$ cat config.mk
export PLATFORM = sky130hd
export DESIGN_NAME = pc_sequencer
export DESIGN_NICKNAME = d
export VERILOG_FILES = /design/src/rtl/pc_sequencer.sv
export SDC_FILE = /design/constraint.sdc
export NUM_CORES = 1
export LEC_CHECK = 0
export ABC_AREA = 1
export CAP_MARGIN = 10
export CORE_MARGIN = 4
export CORE_UTILIZATION = 43
export CTS_CLUSTER_SIZE = 20
export DETAILED_ROUTE_END_ITERATION = 16
export GPL_ROUTABILITY_DRIVEN = 0
export HOLD_SLACK_MARGIN = 0.02
export PLACE_DENSITY = 0.83
export RECOVER_POWER = 25
export SLEW_MARGIN = 15
export SYNTH_ARGS = -nofsm -noshare
export SYNTH_HDL_FRONTEND = slang
export SYNTH_SLANG_ARGS = --single-unit
export TNS_END_PERCENT = 10
$ cat constraint.sdc
create_clock -name i_clk -period 1.7 [get_ports i_clk]
set_clock_uncertainty 0.2 [all_clocks]
set_input_delay 0.34 -clock i_clk [delete_from_list [all_inputs] [get_ports i_clk]]
set_output_delay 0.34 -clock i_clk [all_outputs]
set_load 0.02 [all_outputs]
$ cat src/rtl/pc_sequencer.sv
// pc_sequencer: owns the program counter and sequences instruction fetch through
// a req/ack handshake with instruction memory. Next-PC priority within FETCH is
// halt > branch > stall > ack > wait.
//
// Optional feature macro: FETCH_TIMEOUT_EN. When defined, a wait counter halts the
// sequencer and raises a sticky o_fetch_timeout after TIMEOUT_CYCLES unanswered
// request cycles. When undefined, no counter is built and o_fetch_timeout is 0.
//
// Ports:
//   i_clk            system clock, rising edge
//   i_rst_n          synchronous active-low reset
//   i_halt           stop fetching and hold PC
//   i_resume         leave HALTED
//   i_branch         redirect PC to i_branch_addr (instruction aligned)
//   i_branch_addr    branch target
//   i_stall          downstream busy: hold PC, drop request
//   o_imem_req       fetch request
//   o_imem_addr      fetch address, always equal to o_pc
//   i_imem_ack       memory completes current request this cycle
//   o_pc             current PC register
//   o_inst_valid     one-cycle pulse after a completed fetch
//   o_inst_addr      address of the completed fetch
//   o_halted         high while HALTED
//   o_fetch_timeout  sticky timeout flag
module pc_sequencer #(
    parameter int unsigned                INST_ADDR_WIDTH   = 16,
    parameter int unsigned                NUM_BYTES_IN_INST = 2,
    parameter logic [INST_ADDR_WIDTH-1:0] RESET_VECTOR      = '0,
    parameter int unsigned                TIMEOUT_CYCLES    = 255
) (
    input  logic                       i_clk,
    input  logic                       i_rst_n,
    input  logic                       i_halt,
    input  logic                       i_resume,
    input  logic                       i_branch,
    input  logic [INST_ADDR_WIDTH-1:0] i_branch_addr,
    input  logic                       i_stall,
    output logic                       o_imem_req,
    output logic [INST_ADDR_WIDTH-1:0] o_imem_addr,
    input  logic                       i_imem_ack,
    output logic [INST_ADDR_WIDTH-1:0] o_pc,
    output logic                       o_inst_valid,
    output logic [INST_ADDR_WIDTH-1:0] o_inst_addr,
    output logic                       o_halted,
    output logic                       o_fetch_timeout
);

    localparam int unsigned ALIGN_BITS = $clog2(NUM_BYTES_IN_INST);
    localparam logic [INST_ADDR_WIDTH-1:0] ALIGN_MASK = {INST_ADDR_WIDTH{1'b1}} << ALIGN_BITS;
    localparam logic [INST_ADDR_WIDTH-1:0] PC_INC = INST_ADDR_WIDTH'(NUM_BYTES_IN_INST);

    typedef enum logic [1:0] {StIdle, StFetch, StHalted} state_t;

    state_t                       r_state;
    logic [INST_ADDR_WIDTH-1:0]   r_pc;
    logic                         r_inst_valid;
    logic [INST_ADDR_WIDTH-1:0]   r_inst_addr;
    logic [INST_ADDR_WIDTH-1:0]   w_branch_target;

    assign w_branch_target = i_branch_addr & ALIGN_MASK;

`ifdef FETCH_TIMEOUT_EN
    localparam int unsigned CNT_W =
        ($clog2(TIMEOUT_CYCLES + 1) > 8) ? $clog2(TIMEOUT_CYCLES + 1) : 8;
    logic [CNT_W-1:0] r_wait_cnt;
    logic             r_fetch_timeout;
`endif

    always_ff @(posedge i_clk) begin
        if (!i_rst_n) begin
            r_state      <= StIdle;
            r_pc         <= RESET_VECTOR;
            r_inst_valid <= 1'b0;
            r_inst_addr  <= '0;
`ifdef FETCH_TIMEOUT_EN
            r_wait_cnt      <= '0;
            r_fetch_timeout <= 1'b0;
`endif
        end else begin
            r_inst_valid <= 1'b0;
`ifdef FETCH_TIMEOUT_EN
            // Cleared unless this cycle is an unanswered request.
            r_wait_cnt <= '0;
`endif
            case (r_state)
                StIdle: begin
                    if (i_halt) begin
                        r_state <= StHalted;
                    end else begin
                        if (i_branch) r_pc <= w_branch_target;
                        r_state <= StFetch;
                    end
                end
                StFetch: begin
                    if (i_halt) begin
                        r_state <= StHalted;
                    end else if (i_branch) begin
                        // Flush: a coincident ack belongs to the old path.
                        r_pc <= w_branch_target;
                    end else if (i_stall) begin
                        r_pc <= r_pc;
                    end else if (i_imem_ack) begin
                        r_inst_addr  <= r_pc;
                        r_inst_valid <= 1'b1;
                        r_pc         <= r_pc + PC_INC;
                    end else begin
`ifdef FETCH_TIMEOUT_EN
                        if (r_wait_cnt == CNT_W'(TIMEOUT_CYCLES - 1)) begin
                            r_fetch_timeout <= 1'b1;
                            r_state         <= StHalted;
                        end else begin
                            r_wait_cnt <= r_wait_cnt + 1'b1;
                        end
`endif
                    end
                end
                StHalted: begin
                    if (i_resume && !i_halt) r_state <= StFetch;
                end
                default: r_state <= StIdle;
            endcase
        end
    end

    assign o_imem_req   = (r_state == StFetch) && !i_stall;
    assign o_imem_addr  = r_pc;
    assign o_pc         = r_pc;
    assign o_inst_valid = r_inst_valid;
    assign o_inst_addr  = r_inst_addr;
    assign o_halted     = (r_state == StHalted);
`ifdef FETCH_TIMEOUT_EN
    assign o_fetch_timeout = r_fetch_timeout;
`else
    assign o_fetch_timeout = 1'b0;
`endif

endmodule

==> run summary <==
Fin util: 70.75%
Number of nets at the end of the flow: 388
Combined global-route utilization of all metal layers: 21.39%
Final period util: 101.4%
H-tree depth: 2
FF-to-FF End: o_imem_addr[11]
PortBufs: 69
Synthesized flop and latch total: 33
TritonCTS clock tree: yes
Power after layout: 0.002141 W
Share of synthesized area occupied by flip-flops and latches: 35.34%
Register-to-register setup slack: -0.02 ns
Critical hold path startpoint: o_inst_addr[3]
Synthesis warning total: 0
Wire per inst: 14.31 um
Starting Density: 45.42%
Via-per-instance ratio: 5.193
Setup WS post-layout: -0.02330 ns
Placed wire-length estimate: 4084 um
Count of boundary I/O pins: 75
Clock buffer depth: 2
ANT cells: 0
Clock root buffer: sky130_fd_sc_hd__clkbuf_8
WP data arrival: 1.74 ns
Unrepaired setup endpoints after global routing: yes
Die height: 73.94 um
Largest net degree at the start of global routing: 25
Worst Hold Depth: 2
DRT iter0 DRCs: 198
Number of maximum-capacitance constraint violations: 0
Max IR drop VDD: 303.0 uV
Number of nets with antenna violations after detailed routing: 0
FF-to-FF path depth: 10
Standby leakage power: 1.401 nW
DRC Markers: 0
Endpoint with the worst hold slack: o_inst_addr[3]
Critical-path cell with the highest stage delay: sky130_fd_sc_hd__dfxtp_2
Slew Limit Fails: 0
Final setup fails: 1
Synth unique cells: 30
Type of destination of the critical path: register
Syn_area_per_cell: 6.847 sq um
Vias in the first global route: 1970
Failing checks: negative setup slack
Status: finished, violations left
First-pass GRT wire length: 9094 um
Worst skew pair latency: 0.29 ns
Worst EP required: 1.72 ns
Core Box Area: 4115 sq um
Biggest cell delay along the critical path: 0.33 ns
Maximum fanout along the worst path: 8
Width of the die: 73.94 um
Type of the setup path with the least slack: register to register
Nature of the critical path startpoint: register
Post-route minimum period: 1.723 ns
Overall via count from detail_route: 2155
TritonCTS Buffers: 5
Cts hold-fix bufs: 0
Die outline area: 5466 sq um
Initial antenna violation count: 0
Power per Cell Area: 735.4 nW/um^2
Synthesized instance count: 273
1st-pass router iterations: 5
Leftover overflow at the end of global routing: 0
Path class of the lowest-slack min-delay path: register to register
Total number of placement rows: 23
Setup TNS: -0.02330 ns
Register clock-pin slew on the reported worst setup and hold paths: 0.07 ns
Final Hold Fails: 0
Worst-path cell chain: inv_2, nand2_2, buf_4, nor2_4, buf_12, or2_2, inv_1, nor2_1, nand2_1, a21oi_1
Reg2reg start: r_state[1]
Sink count of the clock tree: 33
Achievable frequency: 0.5803 GHz
Share of layout cells above drive strength 1: 21.92%
Mapped Area: 1869 sq um
Total length of routed wires: 5938 um
Relative area change from synthesis to final layout: 55.76%
==> Yosys cell counts, drive strengths merged <==
library cell	instances	share of area [%]
clkinv	2	0.47
nand3	20	5.6
inv	27	5.4
nor2	30	6.7
o211ai	1	0.40
o21ai	28	7.7
a21oi	28	8.5
nand3b	1	0.40
nor3	2	1.1
a31oi	1	0.33
conb	1	0.20
dfxtp	33	35
clkbuf	2	0.40
or2	7	2.3
ha	1	0.67
nand2	57	12
buf	26	11
nand4	4	1.3
o22ai	2	0.67
==> flip-flops by register name, indices dropped and copies added (netlist names) <==
| register | cells |
|---|---|
| o_inst_valid | 1 |
| o_inst_addr | 15 |
| o_imem_addr | 15 |
| r_state | 2 |
==> power by group <==
part	leakage [nW]	internal (W)	switching, W	total [W]
Combinational	1.07	0.000238	0.000293	0.000531
Sequential	0.270	0.000811	0.0000351	0.000846
Clock	0.0585	0.000478	0.000286	0.000764
Total	1.40	0.00153	0.000614	0.00214
==> worst max-delay path: cells and delay by family, from the launching register on <==
family,cells,cell delay (ns)
compound gates,1,0.13
flops,1,0.33
buf+inv,4,0.40
simple gates,5,0.60
==> routing by layer <==
| metal | up-vias | GRT usage, % | wire length (um) | part of all wire (%) |
|---|---|---|---|---|
| met4 | 0 | 6.439 | 125 | 2.1 |
| met2 | 129 | 37.01 | 2880 | 49 |
| li1 | 1043 | - | - | - |
| met1 | 956 | 26.29 | 2418 | 41 |
| met5 | - | 0 | 0 | 0 |
| met3 | 27 | 5.135 | 513 | 8.6 |
==> cells by family after synthesis <==
| group | Yosys count | share of synthesized area [%] |
|---|---|---|
| AND/OR/NAND/NOR | 121 | 29.12 |
| AO/OA/AOI/OAI | 60 | 17.60 |
| buffers and inverters | 57 | 17.07 |
| flip-flops | 33 | 35.34 |
| adder cells (fa/ha/maj) | 1 | 0.6692 |
| other | 1 | 0.2006 |
==> metrics by stage <==
step / hold slack [ns] / worst slack (ns) / cell area [sq um] / cells
6_report: 0.3098 / -0.02330 / 2912 / 415
5_1_grt: 0.3432 / -0.05768 / 2912 / 415
4_1_cts: 0.3109 / 0.01119 / 2754 / 406
3_5_place_dp: 0.2984 / -0.3333 / 2695 / 398
3_3_place_gp: 0.2863 / -0.3072 / 2695 / 398
2_1_floorplan: 0.2193 / 0.04171 / 1881 / 276
==> repair_timing <==
item	4_1_cts	5_1_grt
cloned	0	2
setup endpoints to repair	49	29
setup buffers	0	7
gates resized for setup	54	24
pin swaps	0	6
==> layout by cell type (no fill, tap or decap), drive strengths merged, types with 9 or more instances in the layout <==
cell           count
o21ai             28
nand3             20
inv               28
nor2              30
dfxtp             33
dlygate4sd2       46
clkbuf             9
buf               40
nand2             57
clkdlybuf4s50     20
a21oi             28
==> how the worst max path moves through the flow <==
stage	from	to
floorplan	o_imem_addr[2]	o_imem_addr[15]
global placement	i_stall	o_imem_req
detailed placement	i_stall	o_imem_req
CTS	i_branch	o_inst_addr[4]
global route	r_state[1]	o_imem_addr[11]
finish	r_state[1]	o_imem_addr[11]
==> final cells by class <==
class	count	area (sq um)
Clock inverter	1	30.03
Sequential cell	33	665.6
Clock buffer	7	86.33
Timing Repair Buffer	109	1010
Multi-Input combinational cell	186	945.9
Inverter	29	111.4
Fill cell	337	1204
Tap cell	50	62.56
Note: power is estimated with default switching activity, not from simulation.
